$ cat src/rtl/ws2812_rx.sv
// rtl/ws2812_rx.sv - WS2812 NRZ receiver: pulse-width bit decode into 24-bit GRB words
module ws2812_rx #(
    parameter int CNT_THRESH   = 28,
    parameter int CNT_MIN_HIGH = 8,
    parameter int CNT_MAX_HIGH = 60,
    parameter int CNT_RESET    = 3250,
    parameter int IDX_W        = 10
) (
    input  logic             clk,
    input  logic             rst,
    input  logic             en,
    input  logic             din,
    output logic [23:0]      pix_data,
    output logic             pix_valid,
    output logic [IDX_W-1:0] pix_index,
    output logic             frame_done,
    output logic             err_glitch,
    output logic             err_long,
    output logic             err_partial
);

    localparam logic [11:0] THRESH   = 12'(CNT_THRESH);
    localparam logic [11:0] MIN_HIGH = 12'(CNT_MIN_HIGH);
    localparam logic [11:0] MAX_HIGH = 12'(CNT_MAX_HIGH);
    localparam logic [11:0] GAP      = 12'(CNT_RESET);
    localparam logic [11:0] SAT      = 12'hFFF;

    typedef enum logic [1:0] {ST_SYNC, ST_IDLE, ST_HIGH, ST_LOW} state_t;

    state_t      state, state_nx;
    logic        s1, s2, s2_d;
    logic        rise, fall;
    logic [11:0] hi_cnt, lo_cnt;
    logic [4:0]  bit_cnt, bit_cnt_nx;
    logic [22:0] shift, shift_nx;
    logic        any_pix, any_pix_nx;
    logic        bit_val;
    logic        clr_index;
    logic        valid_nx, done_nx, glitch_nx, long_nx, partial_nx;

    assign rise    = s2 & ~s2_d;
    assign fall    = ~s2 & s2_d;
    assign bit_val = (hi_cnt >= THRESH);

    // Synchronizer, edge delay and the saturating width counters.
    always_ff @(posedge clk or posedge rst) begin
        if (rst) begin
            s1     <= 1'b0;
            s2     <= 1'b0;
            s2_d   <= 1'b0;
            hi_cnt <= '0;
            lo_cnt <= '0;
        end else begin
            s1   <= din;
            s2   <= s1;
            s2_d <= s2;
            if (rise)
                hi_cnt <= 12'd1;
            else if (s2 && hi_cnt != SAT)
                hi_cnt <= hi_cnt + 12'd1;
            if (rise)
                lo_cnt <= '0;
            else if (!s2 && lo_cnt != SAT)
                lo_cnt <= lo_cnt + 12'd1;
        end
    end

    always_comb begin
        state_nx   = state;
        bit_cnt_nx = bit_cnt;
        shift_nx   = shift;
        any_pix_nx = any_pix;
        clr_index  = 1'b0;
        valid_nx   = 1'b0;
        done_nx    = 1'b0;
        glitch_nx  = 1'b0;
        long_nx    = 1'b0;
        partial_nx = 1'b0;
        if (!en) begin
            state_nx = ST_SYNC;
        end else begin
            case (state)
                ST_SYNC: if (lo_cnt >= GAP) state_nx = ST_IDLE;
                ST_IDLE: if (rise) state_nx = ST_HIGH;
                ST_HIGH: begin
                    if (hi_cnt > MAX_HIGH) begin
                        long_nx  = 1'b1;
                        state_nx = ST_SYNC;
                    end else if (fall) begin
                        if (hi_cnt < MIN_HIGH) begin
                            glitch_nx = 1'b1;
                            state_nx  = ST_SYNC;
                        end else begin
                            if (bit_cnt == 5'd23) begin
                                valid_nx   = 1'b1;
                                any_pix_nx = 1'b1;
                                bit_cnt_nx = '0;
                                shift_nx   = '0;
                            end else begin
                                bit_cnt_nx = bit_cnt + 5'd1;
                                shift_nx   = {shift[21:0], bit_val};
                            end
                            state_nx = ST_LOW;
                        end
                    end
                end
                ST_LOW: begin
                    // The gap check wins over a coincident rise, which is dropped.
                    if (lo_cnt >= GAP) begin
                        if (bit_cnt == 5'd0)
                            done_nx = any_pix;
                        else
                            partial_nx = 1'b1;
                        state_nx = ST_IDLE;
                    end else if (rise) begin
                        state_nx = ST_HIGH;
                    end
                end
                default: state_nx = ST_SYNC;
            endcase
        end
        if (state_nx == ST_SYNC || state_nx == ST_IDLE) begin
            bit_cnt_nx = '0;
            shift_nx   = '0;
            any_pix_nx = 1'b0;
            clr_index  = 1'b1;
        end
    end

    always_ff @(posedge clk or posedge rst) begin
        if (rst) begin
            state       <= ST_SYNC;
            bit_cnt     <= '0;
            shift       <= '0;
            any_pix     <= 1'b0;
            pix_data    <= '0;
            pix_valid   <= 1'b0;
            pix_index   <= '0;
            frame_done  <= 1'b0;
            err_glitch  <= 1'b0;
            err_long    <= 1'b0;
            err_partial <= 1'b0;
        end else begin
            state       <= state_nx;
            bit_cnt     <= bit_cnt_nx;
            shift       <= shift_nx;
            any_pix     <= any_pix_nx;
            pix_valid   <= valid_nx;
            frame_done  <= done_nx;
            err_glitch  <= glitch_nx;
            err_long    <= long_nx;
            err_partial <= partial_nx;
            if (valid_nx)
                pix_data <= {shift, bit_val};
            // Index steps after the strobe so it names the pixel being presented.
            if (clr_index)
                pix_index <= '0;
            else if (pix_valid)
                pix_index <= pix_index + {{(IDX_W-1){1'b0}}, 1'b1};
        end
    end

endmodule

$ cat config.mk
export PLATFORM = sky130hd
export DESIGN_NAME = ws2812_rx
export DESIGN_NICKNAME = d
export VERILOG_FILES = /design/src/rtl/ws2812_rx.sv
export SDC_FILE = /design/constraint.sdc
export NUM_CORES = 1
export LEC_CHECK = 0
export ABC_AREA = 1
export BUFFER_PORTS_ARGS = -buffer_cell sky130_fd_sc_hd__buf_4
export CAP_MARGIN = 5
export CORE_AREA = 2 2 121 123
export CTS_CLUSTER_SIZE = 25
export DETAILED_ROUTE_END_ITERATION = 16
export DIE_AREA = 0 0 123 125
export PLACE_DENSITY = 0.49
export SLEW_MARGIN = 40
export SYNTH_ARGS = -nofsm -noshare
export SYNTH_HDL_FRONTEND = slang
export SYNTH_SLANG_ARGS = --single-unit
$ cat constraint.sdc
create_clock -name clk -period 4.8 [get_ports clk]
set_input_delay 0.24 -clock clk [delete_from_list [all_inputs] [get_ports clk]]
set_output_delay 0.24 -clock clk [all_outputs]
set_load 0.01 [all_outputs]
==> impl_metrics.py, run 1 <==
metrics = {
    "routing": {
        "route.met2.wl_um": 4762,
        "dr_wl_met3_um": 255,
        "finalWirelength_um": 10240,
        "ant_nets": 0,
        "top_layer": "met4",
        "via_count": 3912,
        "wl_per_cell_um": 12.12,
        "wl_met1_um": 5066,
        "post-route-drc-count": 0,
        "drt_iter0_drc": 209,
        "vias_per_cell": 4.630,
        "firstDrtPassIters": 4,
    },
    "worst_setup_path": {
        "path_cells": "ha_1 > nand2_1 > nor2_1 > nand2_1 > nor2_1 > nand2_1 > nand2_1 > inv_1 > nor2_4 > nand2_1 > o21ai_0",
        "start_kind": "register",
        "required_ns": 5.05,
        "crit_path_end_kind": "register",
        "slowest_delay_ns": 0.41,
        "critPathMaxFanout": 11,
        "cpMaxStageDelayCell": "dfrtp_1",
        "cp_common_cell": "nand2_1",
        "criticalPathCategory": "register to register",
        "cp.arrival_ns": 2.47,
    },
    "synth": {
        "yosysSeqAreaShare_pct": 50.26,
        "netlist.area_leader.share_pct": 50.26,
        "synth_ff_type": "dfrtp_1",
        "yosys.area.top_type": "dfrtp_1",
        "async_flop_share_pct": 100.0,
        "syn_area_um2": 4830,
        "synth.most_common_cell": "nor2_1",
        "ys_warn_count": 0,
        "synth_cells": 617,
        "synthTopCellsByCount": "144 x nor2_1, 133 x nand2_1, 97 x dfrtp_1",
        "syn_avg_cell_area_um2": 7.828,
        "synth_edf_count": 0,
        "ys_ff_latch": 97,
        "synthTopCellsByArea": "dfrtp_1 50%, nor2_1 11%, nand2_1 10%, inv_1 5.1%, o21ai_0 3.5%",
        "synth.distinct_cells": 30,
        "syn_nets": 628,
    },
    "clocking": {
        "cts_resized": 0,
        "cts.clk_slew.worst_paths_ns": 0.06,
        "numCtsBuffers": 9,
        "clk_latency_ns": 0.35,
        "post_cts_buffers": 0,
        "cts_max_level": 3,
        "root_buffer": "clkbuf_16",
        "clock-sinks": 97,
        "clock_path_buffers": 2,
        "cts_tree": "done",
        "postCtsHoldBufs": 2,
    },
    "placement": {
        "hpwl_um": 6800,
        "gp_congestion": 0.7799,
        "port_buffers": 42,
        "post-place-ws_ns": 2.390,
    },
    "sta": {
        "hold_viol_final": 0,
        "tightest_slew_ns": 0.7635,
        "slew_viol_final": 0,
        "relSlewSlack_pct": 48.98,
        "setup_slack_ns": 2.585,
        "finClkSkew_ns": 0.007148,
        "fmax_mhz": 451.5,
        "finalSetupViolCount": 0,
        "layout_min_cycle_time_ns": 2.215,
        "fin_crit_sh_pct": 46.15,
        "rsz0062_at_grt": "false",
        "setup_tns_ns": 0,
    },
    "grt": {
        "grt_max_degree": 63,
        "grt_pass1_vias": 3757,
        "grt_pass1_wl_um": 17820,
        "gr-total-overflow": 0,
        "grt_usage_pct": 14.55,
        "antenna_found_initial": 0,
    },
    "final_layout": {
        "final_util_pct": 39.47,
        "n_antenna_cell": 0,
        "nFillCells": 1486,
        "nets": 667,
        "syn2layout_area_growth_pct": 16.09,
        "drive_gt1_share_pct": 13.77,
    },
    "die": {
        "core_area_um2": 14200,
        "die_w_um": 123,
        "start_util_pct": 34.00,
        "die_area_um2": 15380,
        "io_pins": 43,
        "num_rows": 44,
        "dieHeight_um": 125,
    },
    "hold_path": {
        "min_path_type": "input pin to register",
    },
    "power": {
        "power_density_nw_per_um2": 286.8,
        "p_leak_nw": 2.497,
        "peakVddDrop_mv": 0.1514,
    },
    "run": {
        "max_cap_violations": 0,
    },
    "outcome": {
        "status": "completed",
    },
}
-- state kept, by name (all words and copies together) (netlist names) --
signal       count
pix_data        24
shift           23
hi_cnt          12
lo_cnt          12
pix_index       10
bit_cnt          5
state            2
any_pix          1
err_glitch       1
err_long         1
err_partial      1
frame_done       1
pix_valid        1
s1               1
s2               1
s2_d             1
-- final timing paths --
check	from	end	slack, ns	depth (start not counted)
max in group asynchronous	rst	pix_index[3]$_DFFE_PP0P_	3.40	4
min in group asynchronous	rst	hi_cnt[6]$_DFFE_PP0P_	0.48	3
hold reg to reg	s1$_DFF_PP0_	s2$_DFF_PP0_	0.35	0
setup / recovery	lo_cnt[1]$_DFFE_PP0P_	lo_cnt[0]$_DFFE_PP0P_	2.59	11
hold / removal	en	state[0]$_DFF_PP0_	0.16	3
setup reg to reg	lo_cnt[1]$_DFFE_PP0P_	lo_cnt[0]$_DFFE_PP0P_	2.59	11
-- through the flow --
stage | cell area, um^2 | cells | hold WS [ns] | power [mW]
2_1_floorplan | 4830 | 617 | 0.2714 | 0.9079
5_1_grt | 5607 | 845 | 0.1470 | 1.687
4_1_cts | 5595 | 845 | 0.1472 | 1.637
3_3_place_gp | 5285 | 827 | 0.3078 | 0.9298
3_5_place_dp | 5290 | 827 | 0.3088 | 0.9321
6_report | 5607 | 845 | 0.1578 | 1.608
-- layout make-up --
type	count	area, um^2	area share [%]
inverters	69	261.5	4.664
clock buffers	13	260.3	4.642
multi-input cells	433	2048	36.53
well taps	184	230.2	4.106
clock inverters	3	25.02	0.4463
repair buffers	46	354.1	6.316
flip-flops and latches	97	2427	43.29
-- layer usage --
layer	track usage [%]	up-vias
met2	22.52	47
met3	2.464	10
met4	6.551	0
li1	-	1998
met1	19.90	1857
met5	0	-
-- critical path: cells and delay by family (launching register included) --
family                   cells  cell delay [ns]
flip-flops                   1             0.41
buffers and inverters        1             0.23
AND/OR/NAND/NOR              8             1.22
AO/OA/AOI/OAI                1             0.08
adder cells (fa/ha/maj)      1             0.19
-- layout by cell type, fill, tap and decap left out, types with 2 or more instances in the layout --
master / n
a21oi_1: 6
clkbuf_1: 2
dfrtp_1: 97
nor2_1: 144
nor2_2: 15
dlygate4sd3_1: 2
nor3_1: 11
buf_4: 43
clkbuf_16: 9
nor2_4: 5
nand3_2: 2
nand4_1: 11
clkbuf_8: 2
o21ai_1: 13
ha_1: 7
nand3_1: 25
inv_2: 3
clkinv_4: 2
o21ai_0: 34
nand2_2: 4
nand2_1: 133
inv_1: 64
nor3b_1: 2
xor2_1: 9
xnor2_1: 4
-- power by group --
group / switching [mW] / internal, mW / total (mW)
registers: 0.0137 / 0.830 / 0.844
clock network: 0.309 / 0.382 / 0.692
logic: 0.0530 / 0.0196 / 0.0726
-- kinds of logic after synthesis --
group | Yosys count | share of synthesized area (%)
mux | 1 | 0.2073
buf+inv | 87 | 7.694
simple gates | 357 | 31.87
xor+xnor | 13 | 2.358
fa+ha+maj | 7 | 1.813
flops | 97 | 50.26
compound gates | 55 | 5.803
Note: power is estimated with default switching activity, not from simulation.
==> run 2: changes to the inputs <==
Clock period 4.8 ns to 2.1 ns, I/O delays scaled along.
==> run 2 against run 1 <==
  * Global-route usage rose by 0.36 points
  * Critical path type unchanged
  * Die area did not move
  * Hold slack got worse by 0.13 ns
  * First-iteration DRC count fell by 16%
  * Combinational power rose by 140%
  * Clock power rose by 140%
  * Highest routed layer unchanged
  * Sequential share of layout area fell by 1.2 points
  * Via count rose by 1.0%
  * Worst setup slack got worse by 2.3 ns
  * Register-to-register slack got worse by 2.3 ns
  * Total power rose by 140%
  * Fmax rose by 21%
==> impl_metrics.py, run 2 (synthesis results as in run 1) <==
metrics = {
    "worst_setup_path": {
        "cpLargestDelayFamily": "simple AND/OR/NAND/NOR gates",
        "critPathBufInv": 1,
        "critPathMaxFanout": 8,
        "required_ns": 2.36,
        "criticalPathCategory": "register to register",
        "worstReg2RegStart": "lo_cnt[1]$_DFFE_PP0P_",
        "cpMaxStageDelayCell": "dfrtp_1",
        "crit_path_end_kind": "register",
        "crit_start": "lo_cnt[1]$_DFFE_PP0P_",
        "cp.arrival_ns": 2.10,
        "start_kind": "register",
        "slowest_delay_ns": 0.41,
        "path_cells": "ha_1 > nand2_1 > nor2_1 > nand2_1 > nor2_2 > nand2_1 > nand2_1 > inv_1 > nor2_4 > nand2_1 > o21ai_0",
        "cp_common_cell": "nand2_1",
    },
    "final_layout": {
        "final-seq-area_um2": 2427,
        "final_util_pct": 40.60,
        "nFillCells": 1435,
        "layout.cells.most_common": "nor2_1",
        "largest_reg_flops": 24,
        "nets": 679,
        "reg.largest.list": "pix_data (24), shift (23)",
        "syn2layout_area_growth_pct": 19.40,
        "regMostFlops": "pix_data",
        "multi_input_area_um2": 2043,
        "drive_gt1_share_pct": 15.90,
        "layout_common_cells": "143 x nor2_1, 133 x nand2_1, 97 x dfrtp_1, 64 x inv_1, 51 x buf_4",
        "n_antenna_cell": 0,
    },
    "clocking": {
        "cts_max_level": 3,
        "cts_tree": "done",
        "clock-sinks": 97,
        "post_cts_buffers": 0,
        "root_buffer": "clkbuf_16",
        "clk_latency_ns": 0.35,
        "numCtsBuffers": 9,
        "clock_path_buffers": 2,
        "cts.clk_slew.worst_paths_ns": 0.07,
    },
    "hold_path": {
        "min_path_type": "input pin to register",
        "hold_start": "en",
    },
    "sta": {
        "fin_crit_sh_pct": 87.40,
        "tightest_slew_ns": 0.6032,
        "layout_min_cycle_time_ns": 1.835,
        "slew_viol_final": 0,
        "finClkSkew_ns": 0.007911,
        "rsz0062_at_grt": "false",
        "setup_tns_ns": 0,
        "fmax_mhz": 544.8,
        "relSlewSlack_pct": 59.70,
        "finalSetupViolCount": 0,
        "setup_slack_ns": 0.2645,
        "hold_viol_final": 0,
    },
    "die": {
        "die_w_um": 123,
        "num_rows": 44,
        "io_pins": 43,
        "dieHeight_um": 125,
        "die_area_um2": 15380,
        "start_util_pct": 34.00,
        "core_area_um2": 14200,
    },
    "power": {
        "power_density_nw_per_um2": 656.3,
        "p_leak_nw": 2.587,
        "p_total_mw": 3.785,
        "peakVddDrop_mv": 0.3344,
    },
    "routing": {
        "post-route-drc-count": 0,
        "firstDrtPassIters": 4,
        "finalWirelength_um": 10400,
        "wl_per_cell_um": 12.14,
        "ant_nets": 0,
        "via_count": 3951,
        "drt_iter0_drc": 176,
        "vias_per_cell": 4.610,
    },
    "grt": {
        "grt_pass1_vias": 3910,
        "grt_max_degree": 49,
        "gr-total-overflow": 0,
        "grt_usage_pct": 14.91,
        "grt_pass1_wl_um": 18330,
        "antenna_found_initial": 0,
    },
    "outcome": {
        "status": "completed",
    },
    "placement": {
        "port_buffers": 42,
        "gp_congestion": 0.8650,
        "post-place-ws_ns": 0.2703,
        "hpwl_um": 7079,
    },
    "run": {
        "max_cap_violations": 0,
    },
}
## run 2: where the power goes
| part | switching, mW | internal [mW] |
|---|---|---|
| combinational | 0.121 | 0.0557 |
| clock | 0.747 | 0.934 |
| sequential | 0.0306 | 1.90 |
| total | 0.898 | 2.89 |
## run 2: repair_timing
item / in CTS / in global routing
hold buffers: 2 / 0
gates resized for setup: 0 / 2
hold endpoints to repair: 25 / 0
setup endpoints to repair: 0 / 2
## run 2: layer usage
metal	share of wire (%)	vias up	global-route usage (%)
met5	0	-	0
met4	2.6	0	6.484
met3	3.5	15	2.281
met2	46	67	24.44
met1	48	1847	19.44
li1	-	2022	-
## run 2: worst paths after layout
path | endpoint | slack, ns | cells past startpoint
max in group asynchronous | lo_cnt[2]$_DFFE_PP0P_ | 0.98 | 4
worst max register to register | lo_cnt[11]$_DFFE_PP0P_ | 0.26 | 11
worst min register to register | s2$_DFF_PP0_ | 0.36 | 0
worst min-delay path | state[0]$_DFF_PP0_ | 0.03 | 3
worst max-delay path | lo_cnt[11]$_DFFE_PP0P_ | 0.26 | 11
min in group asynchronous | lo_cnt[11]$_DFFE_PP0P_ | 0.40 | 3
## run 2: layout make-up
type                       instances  share of cell area (%)
clock buffer                       9                   3.905
clock inverter                     7                   1.302
inverter                          69                   4.556
multi-input combinational        433                   35.43
sequential                        97                   42.09
tap                              184                   3.992
timing repair buffer              58                   8.722
## run 2: through the flow
stage	hold WS, ns	area, um^2	cells
after global routing	0.03505	5767	857
after detailed placement	0.2161	5439	839
after CTS	0.01870	5759	857
final	0.03180	5767	857
after global placement	0.2171	5439	839
after floorplan	0.1364	4833	617
## run 2: worst min-delay path, cell delays in order
cell     delay (ns)
buf_4          0.14
nand2_1        0.06
a21oi_1        0.03
